### config.mk
export PLATFORM = sky130hd
export DESIGN_NAME = mux_seq
export DESIGN_NICKNAME = d
export VERILOG_FILES = /design/src/rtl/mux_seq.sv
export SDC_FILE = /design/constraint.sdc
export NUM_CORES = 1
export LEC_CHECK = 0
export CAP_MARGIN = 10
export CORE_MARGIN = 2
export CORE_UTILIZATION = 25
export CTS_CLUSTER_DIAMETER = 50
export DETAILED_ROUTE_END_ITERATION = 6
export HOLD_SLACK_MARGIN = 0.15
export PLACE_DENSITY = 0.52
export SETUP_SLACK_MARGIN = 0.02
export SLEW_MARGIN = 40
export SYNTH_ARGS = -nofsm -noshare
export SYNTH_HDL_FRONTEND = slang
export SYNTH_SLANG_ARGS = --single-unit
### constraint.sdc
create_clock -name clk -period 5.6 [get_ports clk]
set_input_delay 1.68 -clock clk [delete_from_list [all_inputs] [get_ports clk]]
set_output_delay 1.68 -clock clk [all_outputs]
set_load 0.02 [all_outputs]
### src/rtl/mux_seq.sv
// mux_seq: N-channel registered mux with valid/ready output and round-robin scan.
// Define MUX_SEQ_PARITY_EN to add the registered out_par output.
module mux_seq #(
  parameter int N    = 4,
  parameter int W    = 16,
  parameter int SELW = $clog2(N)
) (
  input  logic            clk,
  input  logic            rst_n,
  input  logic [N*W-1:0]  in_data,
  input  logic [SELW-1:0] sel,
  input  logic            mode,
  input  logic [N-1:0]    chan_mask,
  input  logic            in_valid,
  output logic            in_ready,
  output logic [W-1:0]    out_data,
  output logic [SELW-1:0] out_chan,
  output logic            out_valid,
  input  logic            out_ready,
  output logic            out_err,
  output logic            scan_wrap
`ifdef MUX_SEQ_PARITY_EN
  ,
  output logic            out_par
`endif
);

  localparam int SELW1 = SELW + 1;
  localparam logic [SELW-1:0] LAST = SELW'(N - 1);
  localparam logic [SELW:0]   NW   = SELW1'(N);

  logic [W-1:0]    data_q, data_d;
  logic [SELW-1:0] chan_q, chan_d;
  logic [SELW-1:0] ptr_q, ptr_d;
  logic            valid_q, valid_d;
  logic            err_q, err_d;
  logic            wrap_q, wrap_d;
  logic            par_q, par_d;

  logic [SELW:0]   cand;
  logic [SELW-1:0] cur;
  logic [SELW-1:0] idx;
  logic [W-1:0]    pick;
  logic            found;
  logic            higher;
  logic            in_range;
  logic            mask_empty;
  logic            accept;

  // First enabled channel at or after ptr, wrapping past N-1.
  always_comb begin
    cur   = '0;
    found = 1'b0;
    cand  = '0;
    for (int k = 0; k < N; k++) begin
      cand = {1'b0, ptr_q} + SELW1'(k);
      if (cand >= NW) cand = cand - NW;
      if (!found && chan_mask[cand[SELW-1:0]]) begin
        found = 1'b1;
        cur   = cand[SELW-1:0];
      end
    end
  end

  always_comb begin
    higher = 1'b0;
    for (int i = 0; i < N; i++) begin
      if (chan_mask[i] && (i > int'(cur))) higher = 1'b1;
    end
  end

  // Out-of-range selects match no channel, so pick stays zero.
  always_comb begin
    idx      = mode ? cur : sel;
    in_range = mode || (int'(sel) < N);
    pick     = '0;
    for (int k = 0; k < N; k++) begin
      if (idx == SELW'(k)) pick = in_data[k*W +: W];
    end
  end

  assign mask_empty = mode && ~|chan_mask;
  assign in_ready   = !mask_empty && (!valid_q || out_ready);
  assign accept     = in_valid && in_ready;

  always_comb begin
    data_d  = data_q;
    chan_d  = chan_q;
    ptr_d   = ptr_q;
    valid_d = valid_q;
    err_d   = err_q;
    wrap_d  = wrap_q;
    par_d   = par_q;
    if (accept) begin
      data_d  = pick;
      chan_d  = idx;
      err_d   = !in_range;
      wrap_d  = mode && !higher;
      par_d   = ^pick;
      valid_d = 1'b1;
      if (mode) ptr_d = (cur == LAST) ? '0 : cur + 1'b1;
    end else if (out_ready) begin
      valid_d = 1'b0;
    end
  end

  always_ff @(posedge clk or negedge rst_n) begin
    if (!rst_n) begin
      data_q  <= '0;
      chan_q  <= '0;
      ptr_q   <= '0;
      valid_q <= 1'b0;
      err_q   <= 1'b0;
      wrap_q  <= 1'b0;
      par_q   <= 1'b0;
    end else begin
      data_q  <= data_d;
      chan_q  <= chan_d;
      ptr_q   <= ptr_d;
      valid_q <= valid_d;
      err_q   <= err_d;
      wrap_q  <= wrap_d;
      par_q   <= par_d;
    end
  end

  assign out_data  = data_q;
  assign out_chan  = chan_q;
  assign out_valid = valid_q;
  assign out_err   = err_q;
  assign scan_wrap = wrap_q;

`ifdef MUX_SEQ_PARITY_EN
  assign out_par = par_q;
`else
  logic unused_par;
  assign unused_par = par_q;
`endif

endmodule

==> results of run 1 <==
==> area by class of cell <==
type | instances | area, µm²
tap | 99 | 124
sequential | 22 | 551
fill | 751 | 4330
timing repair buffer | 101 | 1000
multi-input combinational | 194 | 1240
clock buffer | 4 | 55.1
inverter | 7 | 26.3
==> cell families after synthesis <==
group           share of synthesized area (%)
compound gates                           36.5
mux                                      2.23
simple gates                             22.6
flops                                    28.9
other cells                             0.197
buf+inv                                  7.61
fa+ha+maj                                1.97
==> worst max-delay path by stage <==
stage | end | cells after the start | from
floorplan | in_ready | 2 | chan_mask[0]
global placement | in_ready | 4 | chan_mask[1]
detailed placement | in_ready | 4 | chan_mask[2]
CTS | in_ready | 4 | chan_mask[2]
global route | in_ready | 4 | chan_mask[1]
finish | in_ready | 4 | chan_mask[1]
==> registers in the layout (all words and copies together), names as in the netlist <==
register,cells
out_data,16
out_valid,1
ptr_q,2
scan_wrap,1
out_chan,2
==> routing by layer <==
| layer | vias up | share of wire [%] |
|---|---|---|
| met5 | - | 0 |
| met4 | 0 | 0.77 |
| met3 | 4 | 5.1 |
| met2 | 76 | 48 |
| met1 | 1015 | 46 |
| li1 | 1059 | - |
==> synth_stat cells, types with 4 or more instances <==
master	count
a21oi_1	35
a31o_1	12
and2_1	13
buf_2	5
buf_4	4
clkbuf_1	7
dfrtp_1	22
inv_1	6
nand2_1	60
nor2_1	7
o2111ai_1	24
o211ai_1	4
o21ai_0	5
o31ai_2	4
==> report_power, final <==
| group | switching [mW] | internal [mW] | total [mW] |
|---|---|---|---|
| combinational | 0.265 | 0.239 | 0.504 |
| sequential | 0.0308 | 0.207 | 0.238 |
| clock | 0.0577 | 0.0629 | 0.121 |
| total | 0.354 | 0.508 | 0.862 |
==> cells in the final DEF, fill, tap and decap left out, drive strengths merged, types with 7 or more instances in the layout <==
| cell type | instances |
|---|---|
| nand2 | 61 |
| dfrtp | 22 |
| inv | 7 |
| o2111ai | 24 |
| clkdlybuf4s50 | 94 |
| buf | 7 |
| o21ai | 7 |
| a31o | 12 |
| nor2 | 10 |
| a21oi | 36 |
| and2 | 13 |
==> tightest hold or removal path: cells and delay by family (launching register included) <==
family	cells	cell delay, ps
compound gates	1	50
flops	1	350
simple gates	1	60
==> metrics, run 1 <==
status completed; first-pass GRT wire length roughly 11 mm; worst slew pin tran approximately 680 ps; met1 usage approximately a quarter; setup slack after layout between 600 and 700 ps; Max stage delay on crit path 650 ps; Mapped Area about 0.0019 mm²; Final Max Slew Viols 0; vias in the first global route 2105; number of core rows 31; Max FO, Critical Path 5; CTS Buf Count 3; initial drt markers approximately 120; Bufs and invs on worst path 2; top post-synthesis cells by area dfrtp_1, nand2_1, o2111ai_1; Yosys cell types 39; Syn Inst Count 243; gr ovfl total 0; setup TNS 0 ps; Worst VDD drop 0.000117 V; RSZ-0062 raised after global routing false; starting density of the core 26.0%; Hold Path End out_data[12]; reg-to-reg critical path endpoint out_data[4]; Die W between 90 and 100 µm; CTS max path bufs 2; final WL 6.93 mm; M2 GR Usage 26.8%; achievable frequency roughly 0.20 GHz; layout cells sized above 1 9.45%; Core Util, Final 40.9%; Critical Path, Cell by Cell clkdlybuf4s50_1, nor4_1, a21oi_1, clkdlybuf4s50_1; last weighted congestion value of the routability-driven placer slightly above 0.8; routed length per placed instance 16.2 µm; dominant synthesized flop cell dfrtp_1; Worst Path Required 3920 ps; clk_skew ~3.8 ps; number of synthesized flops with an enable pin 0; FF-to-FF path depth 7; clock root cell clkbuf_8; largest net degree at the start of global routing 39; placed cell count 422; endpoints failing setup 0; IO Port Bufs 95; final std cells w/o fill roughly 430; htree depth 1; # hold bufs at CTS 0; met3 Use GR 3.32%; Placement Setup Slack approximately 710 ps; Finished Cell Area 0.00300 mm²; Most common cell on crit path clkdlybuf4s50_1; GRT Max-Usage Layer met2; CP top delay family buffers and inverters; post-route ant nets 0; CTS tree built; die area 0.00834 mm²; top cell type's share of synthesized area 28.9%; flops & latches, synth 22; Cell Pwr Density 287 mW/mm²; Leak 1.15 nW; final hold violations 0; worst hold margin 489 ps; hold path start out_data[12]; Syn-to-layout area delta 57.4%; R2R Path Start ptr_q[1]; Sink Count 22; CP max stage cell clkdlybuf4s50_1; Crit. End Element output pin; final period utilization between 80% and 90%; max_slew headroom 54.8%; antenna violations before repair 0; Total GRT Usage ~17%; Core Box Area 0.00733 mm²; number of diodes 0; maxcap violations 0; Yosys warning count 0; asr flop ratio synth 100%; Data arrival, critical path ~3200 ps; hold path depth 2; Pre-Repair DR Iteration Count 4; Remaining DRCs 0; reg-to-reg setup timing slack 3410 ps; sequential-to-total area share from yosys stat 28.9%; DP HPWL 4.87 mm; Post-Syn Nets between 300 and 400; Layout Nets 407; startpoint types input port; Top-Level Pins 97; worst skew pair latency between 200 and 300 ps; Synth area leader dfrtp_1; Period minus WS final 4910 ps; Clk pin slew, worst setup/hold paths 90 ps; critical path class in2out; placed cell area just under 0.003 mm²; via density per instance 5.04; CTS-repair resized insts 0; # Post-CTS Setup Buffers 0; total number of vias 2154; Worst Hold Class reg2reg; Pwr Total 0.862 mW; die height between 90 and 100 µm; Syn Area/Cell 7.85 µm²
Power figures use the tool's default switching activity.
==> run 2: changes to the inputs <==
Settings changed: ABC_CLOCK_PERIOD_IN_PS from default to 5600, CORE_UTILIZATION 25 to 44, CTS_CLUSTER_DIAMETER 50 to 150, PLACE_DENSITY 0.52 to 0.84.
==> metrics, run 2 (same netlist as run 1, synthesis figures left out) <==
status completed; Core Box Area 0.00409 mm²; htree depth 1; Most common cell on crit path clkdlybuf4s50_1; worst skew pair latency 270 ps; R2R Path Start ptr_q[1]; achievable frequency 0.204 GHz; clock root cell clkbuf_8; Worst VDD drop 0.000201 V; Sink Count 22; final WL 6.29 mm; reg-to-reg critical path endpoint scan_wrap; Cell Pwr Density 287 mW/mm²; met1 WL 2.73 mm; CTS tree built; Met2 Wirelength approximately 3.1 mm; number of diodes 0; layout cells sized above 1 8.62%; most common library cell in the layout ignoring fill and taps clkdlybuf4s50_1; Syn-to-layout area delta 52.1%; endpoints failing setup 0; Switching Fraction 41.4%; maxcap violations 0; CTS-repair resized insts 0; starting density of the core 46.7%; antenna violations before repair 0; RSZ-0062 raised after global routing false; Worst Hold Class reg2reg; setup TNS 0 ps; post-route ant nets 0; Die W 69.8 µm; Remaining DRCs 0; Layout Nets 405; DR top layer met4; FF-to-FF path depth 8; worst slew pin tran between 700 and 800 ps; gr ovfl total 0; Multi-input gate area 0.00124 mm²; sequential power share 28.6%; internal power slightly below 0.5 mW; Top-Level Pins 97; first-pass GRT wire length 10.2 mm; Register Area 551 µm²; met3 WL 337 µm; Data arrival, critical path 3230 ps; CP top delay family buffers and inverters; number of core rows 23; Hold Path End out_data[8]; hold path depth 2; Bufs and invs on worst path 2; die height 69.8 µm; initial drt markers 187; IO Port Bufs 95; Clock Power Share 12.5%; CTS Buf Count 3; DP HPWL 4.51 mm; Period minus WS final 4910 ps; Critical Path, Cell by Cell clkdlybuf4s50_1, nor4_1, a21oi_1, clkdlybuf4s50_1; Max FO, Critical Path 5; final period utilization 87.7%; final hold violations 0; hold path start out_data[8]; Sw Pwr 0.344 mW; via density per instance 5.74; Max stage delay on crit path 640 ps; fillers between 300 and 400; Leak 1.13 nW; Pre-Repair DR Iteration Count 4; placed cell count 372; Worst Path Required 3920 ps; startpoint types input port; CP max stage cell clkdlybuf4s50_1; Total GRT Usage 25.6%; max_slew headroom 49.9%; Final Max Slew Viols 0; # hold bufs at CTS 0; largest net degree at the start of global routing 39; CTS max path bufs 2; # Post-CTS Setup Buffers 0; critical path class in2out; Gate power share 58.9%; clk_skew between 7 and 8 ps; number of flip-flops in the largest register 16; die area 0.00488 mm²; final std cells w/o fill 375; last weighted congestion value of the routability-driven placer around 0.88; total number of vias 2153; vias in the first global route around 2100; commonest cells after routing, fill and taps aside clkdlybuf4s50_1, nand2_1, a21oi_1; routed length per placed instance between 15 and 20 µm; reg-to-reg setup timing slack between 3000 and 4000 ps; Clk pin slew, worst setup/hold paths 90 ps; Crit. End Element output pin
==> run 2: power by group through the flow <==
| stage | Combinational, mW | Clock (mW) | Sequential [mW] |
|---|---|---|---|
| 4_1_cts | 0.491 | 0.105 | 0.238 |
| 5_1_grt | 0.530 | 0.111 | 0.245 |
| 3_5_place_dp | 0.489 | 0 | 0.240 |
| 3_3_place_gp | 0.474 | 0 | 0.238 |
| 2_1_floorplan | 0.248 | 0 | 0.287 |
| 6_report | 0.490 | 0.104 | 0.238 |
==> run 2: worst max-delay path by stage <==
stage / end / depth (start not counted) / slack, ps / from
floorplan: in_ready / 2 / 1790 / chan_mask[0]
global placement: in_ready / 4 / 740 / chan_mask[1]
detailed placement: in_ready / 4 / 700 / chan_mask[2]
CTS: in_ready / 4 / 710 / chan_mask[2]
global route: in_ready / 4 / 580 / chan_mask[1]
finish: in_ready / 4 / 690 / chan_mask[1]
==> run 2: tightest hold or removal path, delay by kind of cell, from the launching register on <==
family	cells	cell delay (ps)
flops	1	350
simple gates	1	60
compound gates	1	50
==> run 2: metrics by stage <==
stage	util (%)	setup WS (ps)	power [mW]	instance area [µm²]	hold slack, ps
2_1_floorplan	-	1790	0.535	1910	560
3_3_place_gp	69.2	737	0.712	2830	467
3_5_place_dp	69.8	705	0.729	2850	475
4_1_cts	70.8	708	0.834	2890	494
5_1_grt	71.0	579	0.885	2900	510
6_report	71.0	691	0.831	2900	489
==> run 2: area by class of cell <==
class	count	share of cell area, %
clock buffer	3	1.42
inverter	7	0.906
multi-input combinational	194	42.6
sequential	22	19.0
tap	50	2.16
timing repair buffer	99	33.9
==> run 2: per-layer routing <==
layer | vias up | track usage (%)
li1 | 1052 | -
met1 | 1028 | 31.0
met2 | 69 | 45.4
met3 | 4 | 5.38
met4 | 0 | 7.48
met5 | - | 0
